File: src/rtl/axi_block_copy_pkg.sv
// Shared definitions for the AXI block-copy DMA engine and its helpers.
// Latency: n/a (constants and a pure function only).
// Backpressure: n/a.
// Contents: FSM state encodings, 4 KB page size in words, and a helper that
// returns how many words remain before the next 4 KB page boundary.
package axi_block_copy_pkg;

  localparam logic [2:0] STATE_IDLE       = 3'd0;
  localparam logic [2:0] STATE_READ_ADDR  = 3'd1;
  localparam logic [2:0] STATE_READ_DATA  = 3'd2;
  localparam logic [2:0] STATE_WRITE_ADDR = 3'd3;
  localparam logic [2:0] STATE_WRITE_DATA = 3'd4;
  localparam logic [2:0] STATE_WRITE_RESP = 3'd5;
  localparam logic [2:0] STATE_DONE       = 3'd6;

  // AXI bursts must not cross a 4 KB page: 1024 32-bit words.
  localparam int AXI_4K_WORDS = 1024;

  // Words left in the page given the word offset within the page (addr[11:2]).
  // Result is 1..1024, hence 11 bits.
  function automatic logic [10:0] words_to_4k(input logic [9:0] word_ofs);
    return 11'(AXI_4K_WORDS) - {1'b0, word_ofs};
  endfunction

endpackage

File: src/rtl/axi_copy_chunk_calc.sv
// Chunk size for one DMA burst: min(remaining, BURST_LEN, src page room, dst page room).
// Latency: purely combinational.
// Backpressure: none (no handshake).
// Ports:
//   i_remaining     words still to copy (must be >= 1 when the result is used)
//   i_src_word_ofs  source address bits [11:2]
//   i_dst_word_ofs  destination address bits [11:2]
//   o_chunk         beats for the next burst, 1..BURST_LEN
module axi_copy_chunk_calc
  import axi_block_copy_pkg::*;
#(
  parameter int BURST_LEN   = 8,
  parameter int COUNT_WIDTH = 16,
  parameter int CHUNK_W     = $clog2(BURST_LEN) + 1
) (
  input  logic [COUNT_WIDTH-1:0] i_remaining,
  input  logic [9:0]             i_src_word_ofs,
  input  logic [9:0]             i_dst_word_ofs,
  output logic [CHUNK_W-1:0]     o_chunk
);

  logic [31:0] w_rem;
  logic [31:0] w_src_room;
  logic [31:0] w_dst_room;
  logic [31:0] w_min;

  assign w_rem      = 32'(i_remaining);
  assign w_src_room = 32'(words_to_4k(i_src_word_ofs));
  assign w_dst_room = 32'(words_to_4k(i_dst_word_ofs));

  always_comb begin
    w_min = 32'(BURST_LEN);
    if (w_rem < w_min)      w_min = w_rem;
    if (w_src_room < w_min) w_min = w_src_room;
    if (w_dst_room < w_min) w_min = w_dst_room;
  end

  // w_min <= BURST_LEN here, so it always fits in CHUNK_W bits.
  assign o_chunk = CHUNK_W'(w_min);

endmodule

File: src/rtl/axi_block_copy.sv
// AXI master DMA: copies word_count 32-bit words src->dst as read burst then write burst per chunk.
// Latency: arvalid 1 cycle after start; done pulses 1 cycle after the final B response (2 cycles after start for count 0).
// Backpressure: every channel waits on its ready/valid; valids are pure state decodes and hold address/data until accepted.
// Ports:
//   i_clk, i_reset                clock, asynchronous active-high reset
//   i_start, i_src_addr,
//   i_dst_addr, i_word_count      copy request (sampled only when idle)
//   o_busy, o_done                status
//   o_ar*/i_arready, i_r*/o_rready  AXI read address / read data channels
//   o_aw*/i_awready, o_w*/i_wready  AXI write address / write data channels
//   i_bvalid/o_bready             AXI write response channel
module axi_block_copy
  import axi_block_copy_pkg::*;
#(
  parameter int BURST_LEN   = 8,
  parameter int COUNT_WIDTH = 16
) (
  input  logic                   i_clk,
  input  logic                   i_reset,
  input  logic                   i_start,
  input  logic [31:0]            i_src_addr,
  input  logic [31:0]            i_dst_addr,
  input  logic [COUNT_WIDTH-1:0] i_word_count,
  output logic                   o_busy,
  output logic                   o_done,
  output logic [31:0]            o_araddr,
  output logic [7:0]             o_arlen,
  output logic                   o_arvalid,
  input  logic                   i_arready,
  input  logic                   i_rvalid,
  input  logic [31:0]            i_rdata,
  output logic                   o_rready,
  output logic [31:0]            o_awaddr,
  output logic [7:0]             o_awlen,
  output logic                   o_awvalid,
  input  logic                   i_awready,
  output logic [31:0]            o_wdata,
  output logic                   o_wvalid,
  input  logic                   i_wready,
  input  logic                   i_bvalid,
  output logic                   o_bready
);

  localparam int CHUNK_W = $clog2(BURST_LEN) + 1;
  localparam int IDX_W   = (BURST_LEN > 1) ? $clog2(BURST_LEN) : 1;

  logic [2:0]             r_state;
  logic [31:0]            r_src;
  logic [31:0]            r_dst;
  logic [COUNT_WIDTH-1:0] r_remaining;
  logic [CHUNK_W-1:0]     r_beat;
  logic                   r_done;
  logic [31:0]            r_buf [BURST_LEN];

  logic [CHUNK_W-1:0]     w_chunk;
  logic [CHUNK_W-1:0]     w_chunk_m1;
  logic                   w_last_beat;
  logic [IDX_W-1:0]       w_idx;

  // r_src/r_dst/r_remaining only change on the B handshake, so the chunk
  // derived from them is stable for the whole read-then-write of one chunk.
  axi_copy_chunk_calc #(
    .BURST_LEN  (BURST_LEN),
    .COUNT_WIDTH(COUNT_WIDTH),
    .CHUNK_W    (CHUNK_W)
  ) u_chunk_calc (
    .i_remaining   (r_remaining),
    .i_src_word_ofs(r_src[11:2]),
    .i_dst_word_ofs(r_dst[11:2]),
    .o_chunk       (w_chunk)
  );

  assign w_chunk_m1  = w_chunk - CHUNK_W'(1);
  assign w_last_beat = (r_beat == w_chunk_m1);
  assign w_idx       = r_beat[IDX_W-1:0];

  always_ff @(posedge i_clk or posedge i_reset) begin
    if (i_reset) begin
      r_state     <= STATE_IDLE;
      r_src       <= '0;
      r_dst       <= '0;
      r_remaining <= '0;
      r_beat      <= '0;
      r_done      <= 1'b0;
    end else begin
      // done is registered off the DONE state so the pulse lands one cycle
      // after DONE, giving the 2-cycle start-to-done for an empty copy.
      r_done <= (r_state == STATE_DONE);
      case (r_state)
        STATE_IDLE: begin
          if (i_start) begin
            // Low address bits are meaningless for word copies; clear them once.
            r_src       <= i_src_addr & 32'hFFFF_FFFC;
            r_dst       <= i_dst_addr & 32'hFFFF_FFFC;
            r_remaining <= i_word_count;
            r_state     <= (i_word_count == '0) ? STATE_DONE : STATE_READ_ADDR;
          end
        end
        STATE_READ_ADDR: begin
          if (i_arready) begin
            r_beat  <= '0;
            r_state <= STATE_READ_DATA;
          end
        end
        STATE_READ_DATA: begin
          if (i_rvalid) begin
            r_beat <= r_beat + CHUNK_W'(1);
            if (w_last_beat) r_state <= STATE_WRITE_ADDR;
          end
        end
        STATE_WRITE_ADDR: begin
          if (i_awready) begin
            r_beat  <= '0;
            r_state <= STATE_WRITE_DATA;
          end
        end
        STATE_WRITE_DATA: begin
          if (i_wready) begin
            r_beat <= r_beat + CHUNK_W'(1);
            if (w_last_beat) r_state <= STATE_WRITE_RESP;
          end
        end
        STATE_WRITE_RESP: begin
          if (i_bvalid) begin
            r_src       <= r_src + (32'(w_chunk) << 2);
            r_dst       <= r_dst + (32'(w_chunk) << 2);
            r_remaining <= r_remaining - COUNT_WIDTH'(w_chunk);
            r_state     <= (r_remaining == COUNT_WIDTH'(w_chunk)) ? STATE_DONE
                                                                  : STATE_READ_ADDR;
          end
        end
        STATE_DONE: r_state <= STATE_IDLE;
        default:    r_state <= STATE_IDLE;
      endcase
    end
  end

  // Staging buffer; contents are don't-care until written, so no reset.
  always_ff @(posedge i_clk) begin
    if (r_state == STATE_READ_DATA && i_rvalid) begin
      r_buf[w_idx] <= i_rdata;
    end
  end

  assign o_busy    = (r_state != STATE_IDLE);
  assign o_done    = r_done;

  assign o_araddr  = r_src;
  assign o_arlen   = 8'(w_chunk_m1);
  assign o_arvalid = (r_state == STATE_READ_ADDR);
  assign o_rready  = (r_state == STATE_READ_DATA);

  assign o_awaddr  = r_dst;
  assign o_awlen   = 8'(w_chunk_m1);
  assign o_awvalid = (r_state == STATE_WRITE_ADDR);
  // wvalid is a WRITE_DATA decode, so it can never precede the AW handshake.
  assign o_wvalid  = (r_state == STATE_WRITE_DATA);
  assign o_wdata   = r_buf[w_idx];
  assign o_bready  = (r_state == STATE_WRITE_RESP);

endmodule

File: config.mk
export PLATFORM = sky130hd
export DESIGN_NAME = axi_block_copy
export DESIGN_NICKNAME = d
export VERILOG_FILES = /design/src/rtl/axi_block_copy_pkg.sv /design/src/rtl/axi_copy_chunk_calc.sv /design/src/rtl/axi_block_copy.sv
export SDC_FILE = /design/constraint.sdc
export NUM_CORES = 1
export LEC_CHECK = 0
export ABC_AREA = 1
export CAP_MARGIN = 0
export CORE_ASPECT_RATIO = 0.8
export CORE_MARGIN = 2
export CORE_UTILIZATION = 55
export DETAILED_ROUTE_END_ITERATION = 16
export PLACE_DENSITY = 0.82
export SYNTH_ARGS = -nofsm -noshare
export SYNTH_HDL_FRONTEND = slang
export SYNTH_HIERARCHICAL = 1
export SYNTH_SLANG_ARGS = --single-unit
File: constraint.sdc
create_clock -name i_clk -period 7.4 [get_ports i_clk]
set_input_delay 1.48 -clock i_clk [delete_from_list [all_inputs] [get_ports i_clk]]
set_output_delay 1.48 -clock i_clk [all_outputs]
set_load 0.05 [all_outputs]
# Yosys cells after proc, flatten, opt, wreduce, memory -nomap -nowiden
# Memory sizes are Yosys's and may differ from the RTL's.
# Index checks and enable logic that the tools add are counted.
# word_totals
reg_bits	88
latchBits	0
mem_bits_rw	256
mem_bits_ro	0
output_inout_bits	119
wordCells	72
memories	1
# op_classes
n_addsub	7
mul	0
n_div	0
n_lt_le_gt_ge	3
n_eq_ne	16
shifts	0
mux	30
bitwise	0
n_reduce_logical	9
# mem_list
name	depth	width	read_ports	rd_clocked_by_memory_dff	wr	line	source
r_buf	8	32	1	0	1	axi_block_copy.sv:53	logic [31:0] r_buf [BURST_LEN];
# op_table
cell	n
$mux W32	4
$pmux W32 S2	2
$add A32 B6 Y32	2
$mux W16	4
$lt A11 B16 Y1	2
$pmux W16 S2	1
$mux W3	10
$sub A11 B10 Y11 const A	2
$mux W4	5
$pmux W3 S6	1
$eq A16 B4 Y1	1
$logic_not A16 Y1	1
$lt A16 B4 Y1 const B	1
$pmux W4 S4	1
$sub A16 B4 Y16	1
$ne A2 B1 Y1 const B	5
$eq A3 B3 Y1 const B	3
$reduce_and A8 Y1	1
$eq A3 B2 Y1 const B	2
$ne A2 B2 Y1 const B	3
$reduce_and A5 Y1	1
$add A4 B1 Y4 const B	1
$eq A4 B4 Y1	1
$reduce_bool A4 Y1	1
other kinds (8)	9

# Longest topological paths before layout
# Gate-level depths: netlist (run 1).
# logic_depth
ltp_word	11
mapped_depth	42
mapped_depth_nobuf	42

# Modules after synthesis
# The synthesis (run 1) kept the hierarchy.
# modules_own_cells
module	n_inst	cells_each	area_per_inst_um2
axi_block_copy	1	1679	16235.6
axi_copy_chunk_calc	1	176	1032.2

# Worst setup path before layout (run 1)
# OpenSTA, ideal clock, no wires.
# synth_path
kind	reg2out
from	register r_src[3], in the netlist o_araddr[3]
to	output o_awlen[2]
arrival_ns	5.955
slack_ns	-0.035
path_stages_with_launch	25
n_path_buf	1
path_cell_list	dfrtp_1 > nor3_1 > nor3b_1 > nand2_1 > nor4_1 > xor2_1 > inv_1 > ha_1 > nand2_1 > inv_1 > a221oi_1 > nand2_4 > inv_2 > nand2_1 > ha_1 > nand2_1 > inv_1 > a221oi_1 > nand2_4 > nand2_1 > nand2_1 > inv_1 > ha_1 > xor2_1 > buf_4
# synth_between
elab_chain_len	6
# synth_lines
item	line	source
start: declaration	axi_block_copy.sv:48	logic [31:0] r_src;
start signal: assignment	axi_block_copy.sv:93	r_src <= i_src_addr & 32'hFFFF_FFFC;
start signal: assignment	axi_block_copy.sv:125	r_src <= r_src + (32'(w_chunk) << 2);
$sub A11 B10 Y11 (*)	axi_block_copy_pkg.sv:22	return 11'(AXI_4K_WORDS) - {1'b0, word_ofs};
$lt A11 B16 Y1	axi_copy_chunk_calc.sv:34	if (w_src_room < w_min) w_min = w_src_room;
$mux W16 (*)	axi_copy_chunk_calc.sv:34	
$lt A11 B16 Y1	axi_copy_chunk_calc.sv:35	if (w_dst_room < w_min) w_min = w_dst_room;
$mux W4 (*)	axi_copy_chunk_calc.sv:35	
via w_chunk[0]	axi_block_copy.sv:55	logic [CHUNK_W-1:0] w_chunk;
$sub A4 B1 Y4 (*)	axi_block_copy.sv:73	assign w_chunk_m1 = w_chunk - CHUNK_W'(1);
end: declaration	axi_block_copy.sv:34	output logic [7:0] o_awlen,
# The timed path passes the listed nets; every way through them passes the cells marked *.

# Final worst setup path (run 1)
# layout_path
from	register r_src[3], in the netlist o_araddr[3]
to	output o_arlen[2]
# layout_between
elab_chain_len	6
# layout_lines
item	line	source
$sub A11 B10 Y11 (*)	axi_block_copy_pkg.sv:22	
$lt A11 B16 Y1	axi_copy_chunk_calc.sv:34	
$mux W16 (*)	axi_copy_chunk_calc.sv:34	
$lt A11 B16 Y1	axi_copy_chunk_calc.sv:35	
$mux W4 (*)	axi_copy_chunk_calc.sv:35	
via w_chunk[0]	axi_block_copy.sv:55	
$sub A4 B1 Y4 (*)	axi_block_copy.sv:73	
end: declaration	axi_block_copy.sv:27	output logic [7:0] o_arlen,
# Marked as above.

==> impl_metrics.tcl, run 1 <==
set metrics [dict create \
    critPathLaunch "o_araddr[3]" \
    holdWs_ns 0.5315 \
    tns_ns 0 \
    fmax_mhz 143.3 \
    seq_area_frac_synth_pct 56.69 \
    yosys.area.top_type_share_pct 44.52 \
    finalCriticalPeriod_ns 6.976 \
    yosysMostFrequentCell "nand2_1" \
    grt_overflow 0 \
    startpoint_type "flip-flop" \
    drc 0 \
    power_density_nw_per_um2 510.6 \
    status "completed" \
    wl_mm 47.36 \
    clock-sinks 340 \
    die_w_um 202.1 \
    grt_pass1_vias 13698 \
    cts_buffers 35 \
    avgSynthCellArea_um2 9.309 \
    grt_max_degree 81 \
    yosys_warnings 6 \
    crit_arrival_ns 5.50 \
    power_leakage_nw 8.404 \
    grt.total_usage_pct 28.49 \
    io_buffers 222 \
    final_hold_viol_count 0 \
    initial_core_util_pct 55.34 \
    die_y_um 162.5 \
    cts_setup_buffers 0 \
    root_buffer "clkbuf_16" \
    layout.cells.non_filler 2516 \
    dieArea_um2 32840 \
    ant_nets 0 \
    setup_violations 0 \
    synth_top_flop_cell "edfxtp_1" \
    gp_congestion 0.9294 \
    drv_cap 0 \
    synth_cell_types 45 \
    fillCellCount 2338 \
    yosysTopAreaCell "edfxtp_1" \
    path_max_fanout 9 \
    slew_violations 0 \
    htreeDepth 2 \
    min_from "r_remaining[13]" \
    finClkSkew_ns 0.02154 \
    vias 14422 \
    drt-initial-drc-count 1372 \
    synth_edf_count 256 \
    grt_pass1_wl_mm 73.19 \
    io_pins 239 \
    antenna_found_initial 2 \
    ys_async_sr_fraction_pct 24.71 \
    via_per_inst 5.732 \
    clk_latency_ns 0.54 \
    post-route-period-util_pct 94.27 \
    slew_headroom_pct 44.66 \
    total_power_mw 10.74 \
    core_um2 31200 \
    hp-class "flip-flop to flip-flop" \
    final_net_count 2230 \
    rows 58 \
    path_class "flip-flop to output port" \
    cts_tree "yes" \
    synthesis.area_um2 17270 \
    drive_above_1_share_pct 6.399 \
    crit_path_end_kind "output port" \
    dp_cells 2454 \
    yosys-top-cells-area "edfxtp_1 45%, nand2_1 13%, dfrtp_1 12%" \
    max_slew.worst_pin.slew_ns 0.8301 \
    synthTopCellsByCount "579 x nand2_1, 256 x edfxtp_1, 153 x nor2_1, 141 x inv_1, 120 x nand3_1" \
    max-clock-path-buffers 3 \
    hpwlAfterDp_mm 30.05 \
    syn_inst 1855 \
    peakVddDrop_v 0.0009191 \
    firstDrtPassIters 6 \
    crit-reg2reg-launch "o_araddr[3]" \
    path_clk_slew_ns 0.06 \
    postLayoutCoreUtil_pct 67.40 \
    ys_ff_latch 340 \
    wl_per_cell_um 18.82 \
    cp.required_ns 5.92 \
    area_growth_pct 21.80 \
]
[kinds of logic (layout without fill, tap and decap cells)]
| logic type | Yosys count | after routing | share of synthesized area (%) |
|---|---|---|---|
| compound gates | 256 | 256 | 9.369 |
| xor+xnor | 24 | 24 | 1.217 |
| fa+ha+maj | 39 | 39 | 2.956 |
| buf+inv | 233 | 455 | 5.992 |
| flops | 340 | 340 | 56.69 |
| other cells | 2 | 21 | 0.04349 |
| simple gates | 961 | 961 | 23.73 |
[registers in the layout (all words and copies together) (netlist names)]
name	count
r_buf	256
r_remaining	16
o_awaddr	30
o_done	1
r_beat	4
r_state	3
o_araddr	30
[metal layers]
metal  up-vias  global-route usage (%)  share of wire [%]
met3       102                   4.502                8.5
li1       6718                       -                  -
met2       728                   45.86                 47
met1      6874                   39.29                 42
met5         -                       0                  0
met4         0                   11.02                3.2
[area by class of cell]
class	instances	area [µm²]	area share (%)
Timing Repair Buffer	240	2372	11.28
Antenna cell	2	5.005	0.02380
Multi-Input combinational cell	1299	6618	31.46
Inverter	155	590.6	2.808
Clock buffer	41	919.6	4.372
Tap cell	420	525.5	2.499
Clock inverter	19	212.7	1.011
Sequential cell	340	9789	46.54
[path summary, 6_finish.rpt]
path,end,slack (ns),cells past startpoint
worst max register to register,o_araddr[18],1.61,31
worst min-delay path,r_remaining[13],0.53,2
max in group asynchronous,o_awaddr[31],4.89,3
worst min register to register,r_remaining[13],0.53,2
worst max-delay path,o_arlen[2],0.42,25
min in group asynchronous,o_araddr[18],1.28,2
[where the power goes]
part	internal, mW	switching [mW]
Sequential	2.33	0.409
Clock	1.03	0.739
Combinational	2.01	4.22
[worst max-delay path, stage by stage, from the launching register on]
cell and delay [ns]:
dfrtp_1 0.46, nor3_1 0.31, nor3b_2 0.31, nand2_1 0.10, nor4_1 0.24, xor2_1 0.10
inv_1 0.10, ha_1 0.23, nand2_1 0.08, inv_1 0.05, a221oi_2 0.34, nand2_4 0.12
inv_2 0.13, nand2_1 0.07, ha_1 0.29, nand2_1 0.09, inv_1 0.04, a221oi_1 0.29
buf_4 0.21, nand2_4 0.06, nand2_1 0.06, nand2_1 0.20, inv_1 0.27, ha_1 0.32
xor2_4 0.30, buf_12 0.18
[layout by cell type (no fill, tap or decap), types with 8 or more instances in the layout]
| cell | n |
|---|---|
| buf_4 | 22 |
| xnor2_1 | 10 |
| conb_1 | 19 |
| nor3_1 | 10 |
| a21oi_1 | 69 |
| nand4_1 | 32 |
| clkbuf_16 | 36 |
| nand3_1 | 119 |
| edfxtp_1 | 256 |
| o21a_1 | 24 |
| a22o_1 | 20 |
| a22oi_1 | 25 |
| o211ai_1 | 8 |
| clkdlybuf4s50_1 | 214 |
| inv_1 | 140 |
| dfrtp_1 | 84 |
| inv_2 | 12 |
| o21ai_1 | 51 |
| ha_1 | 36 |
| a221oi_1 | 23 |
| o21ai_0 | 23 |
| nand3b_1 | 23 |
| nand2_1 | 579 |
| xor2_1 | 13 |
| nor2_1 | 148 |
| or2_2 | 16 |
[what timing repair did]
action	in CTS	in global routing
hold buffers	0	0
endpoints found under the hold margin	0	0
setup endpoints to repair	0	8
resized for setup	0	5
[metrics by stage]
stage | setup WS, ns | cell area [µm²]
2_1_floorplan | 0.2664 | 17340
3_3_place_gp | 0.8150 | 19870
3_5_place_dp | 0.6795 | 19870
4_1_cts | 0.08436 | 21000
5_1_grt | -0.01117 | 21030
6_report | 0.4240 | 21030
No activity file was read; power rests on OpenSTA's default activity.
==> inputs of run 2 (changes only) <==
CORE_ASPECT_RATIO = default   (was 0.8)
SLEW_MARGIN = 10   (was default)
==> run 2 against run 1 <==
Net effect: cell area down 0.24%; sequential power about the same; maximum frequency about the same; utilization up 0.83 points; clock power about the same; non-clock buffer count unchanged.
==> impl_metrics.tcl, run 2 (synthesis results as in run 1) <==
set metrics [dict create \
    post_dp_cell_area_um2 19800 \
    io_pins 239 \
    core_um2 30750 \
    clock-sinks 340 \
    die_w_um 181.2 \
    final_common_cell "nand2_1" \
    crit_path_end_kind "output port" \
    setup_violations 0 \
    sw_frac_of_total_pct 51.23 \
    finalCriticalPeriod_ns 6.971 \
    antenna_found_initial 4 \
    grt_max_degree 85 \
    peakVddDrop_v 0.0006037 \
    gp_congestion 0.9440 \
    path_clk_slew_ns 0.06 \
    regMostFlops "r_buf" \
    cts_hold_buf 0 \
    final_hold_viol_count 0 \
    p_seq_share_pct 25.6 \
    hpwlAfterDp_mm 31.39 \
    cts-resized-gates 0 \
    vias 14546 \
    via_per_inst 5.818 \
    path_max_fanout 9 \
    max_slew.worst_pin.slew_ns 1.098 \
    max-clock-path-buffers 3 \
    largest_reg_flops 256 \
    final_cell_mix "578 x nand2_1, 256 x edfxtp_1, 214 x clkdlybuf4s50_1" \
    slew_violations 0 \
    grt_overflow 0 \
    final_net_count 2232 \
    path_class "flip-flop to output port" \
    area_growth_pct 21.51 \
    design_area_um2 20980 \
    grt_pass1_vias 14107 \
    dieArea_um2 32830 \
    fmax_mhz 143.4 \
    power_density_nw_per_um2 509.0 \
    drc 0 \
    power_leakage_nw 8.401 \
    cts_tree "yes" \
    total_power_mw 10.68 \
    dp_cells 2430 \
    startpoint_type "flip-flop" \
    clk_latency_ns 0.54 \
    rows 64 \
    cts_setup_buffers 0 \
    reg2reg_depth 33 \
    status "completed" \
    firstDrtPassIters 6 \
    hp-class "flip-flop to flip-flop" \
    finClkSkew_ns 0.01029 \
    power_frac_comb_pct 57.8 \
    htreeDepth 2 \
    netSwitchingPower_mw 5.472 \
    crit_arrival_ns 5.49 \
    tns_ns 0 \
    wl_mm 48.17 \
    cts_buffers 37 \
    initial_core_util_pct 56.16 \
    holdWs_ns 0.5527 \
    slew_headroom_pct 26.61 \
    drive_above_1_share_pct 6.521 \
    pwr-share-clk_pct 16.6 \
    root_buffer "clkbuf_16" \
    die_y_um 181.2 \
    p_int_mw 5.208 \
    wl_per_cell_um 19.27 \
    io_buffers 222 \
    drt-initial-drc-count 1791 \
    holdPathStages 2 \
    grt_pass1_wl_mm 75.66 \
    cp.required_ns 5.92 \
    layout.cells.non_filler 2500 \
    grt.total_usage_pct 29.32 \
    post-route-period-util_pct 94.21 \
    ant_nets 0 \
    drv_cap 0 \
]
==> run 2: cell count changes in the layout (fill, tap and decap cells not counted), moves of 2 or more <==
cell       change
buf_4          +2
clkinv_1       -3
nor2_4         -3
nor2_2         +3
bufinv_16      -3
clkbuf_16      +2
clkbuf_1       +9
buf_12         -2
clkinv_2       +2
==> run 2: power groups by stage <==
stage	logic [mW]	registers (mW)	clock network, mW
floorplan	3.87	3.18	0
global placement	5.92	2.74	0
detailed placement	6.07	2.75	0
CTS	6.11	2.72	1.79
global route	6.68	2.77	1.86
finish	6.17	2.73	1.77
==> run 2: worst max-delay path, stage by stage (launching register included) <==
cell      delay (ns)
dfrtp_1         0.44
inv_2           0.12
ha_1            0.19
nand2_1         0.10
nor3_1          0.25
nand3_1         0.18
nor3_1          0.26
ha_1            0.31
nand2_1         0.10
inv_1           0.05
a221oi_2        0.36
nand2_4         0.12
inv_2           0.15
nand2_1         0.09
ha_1            0.30
nand2_1         0.10
inv_1           0.05
a221oi_1        0.27
buf_4           0.21
nand2_4         0.06
nand2_1         0.05
nand2_1         0.17
inv_2           0.22
ha_1            0.25
xor2_2          0.28
buf_4           0.26
==> run 2: worst paths after layout <==
path	start	to	slack, ns
setup / recovery	o_araddr[2]	o_awlen[2]	0.43
hold / removal	r_remaining[11]	r_remaining[11]	0.55
setup reg to reg	o_araddr[2]	o_awaddr[28]	1.43
hold reg to reg	r_remaining[11]	r_remaining[11]	0.55
max in group asynchronous	i_reset	o_araddr[2]	4.95
min in group asynchronous	i_reset	o_awaddr[24]	1.33
==> run 2: layer usage <==
layer,wire (µm),vias to the layer above,global-route usage (%)
met2,22790,838,47.00
met4,1268,2,10.47
li1,-,6741,-
met1,19190,6855,41.05
met5,10,-,0
met3,4907,110,4.354
==> run 2: area by class of cell <==
cell class,instances,area [µm²]
Timing Repair Buffer,240,2347
Clock buffer,52,1003
Fill cell,2271,9768
Sequential cell,340,9789
Inverter,155,590.6
Multi-Input combinational cell,1299,6594
Antenna cell,3,7.507
Tap cell,396,495.5
Clock inverter,15,153.9
==> run 2: through the flow <==
step	utilization, %	setup slack, ns
finish	68.23	0.4287
detailed placement	64.38	0.6770
global placement	64.38	0.8220
global route	68.23	-0.001406
floorplan	-	0.2664
CTS	68.15	0.09390
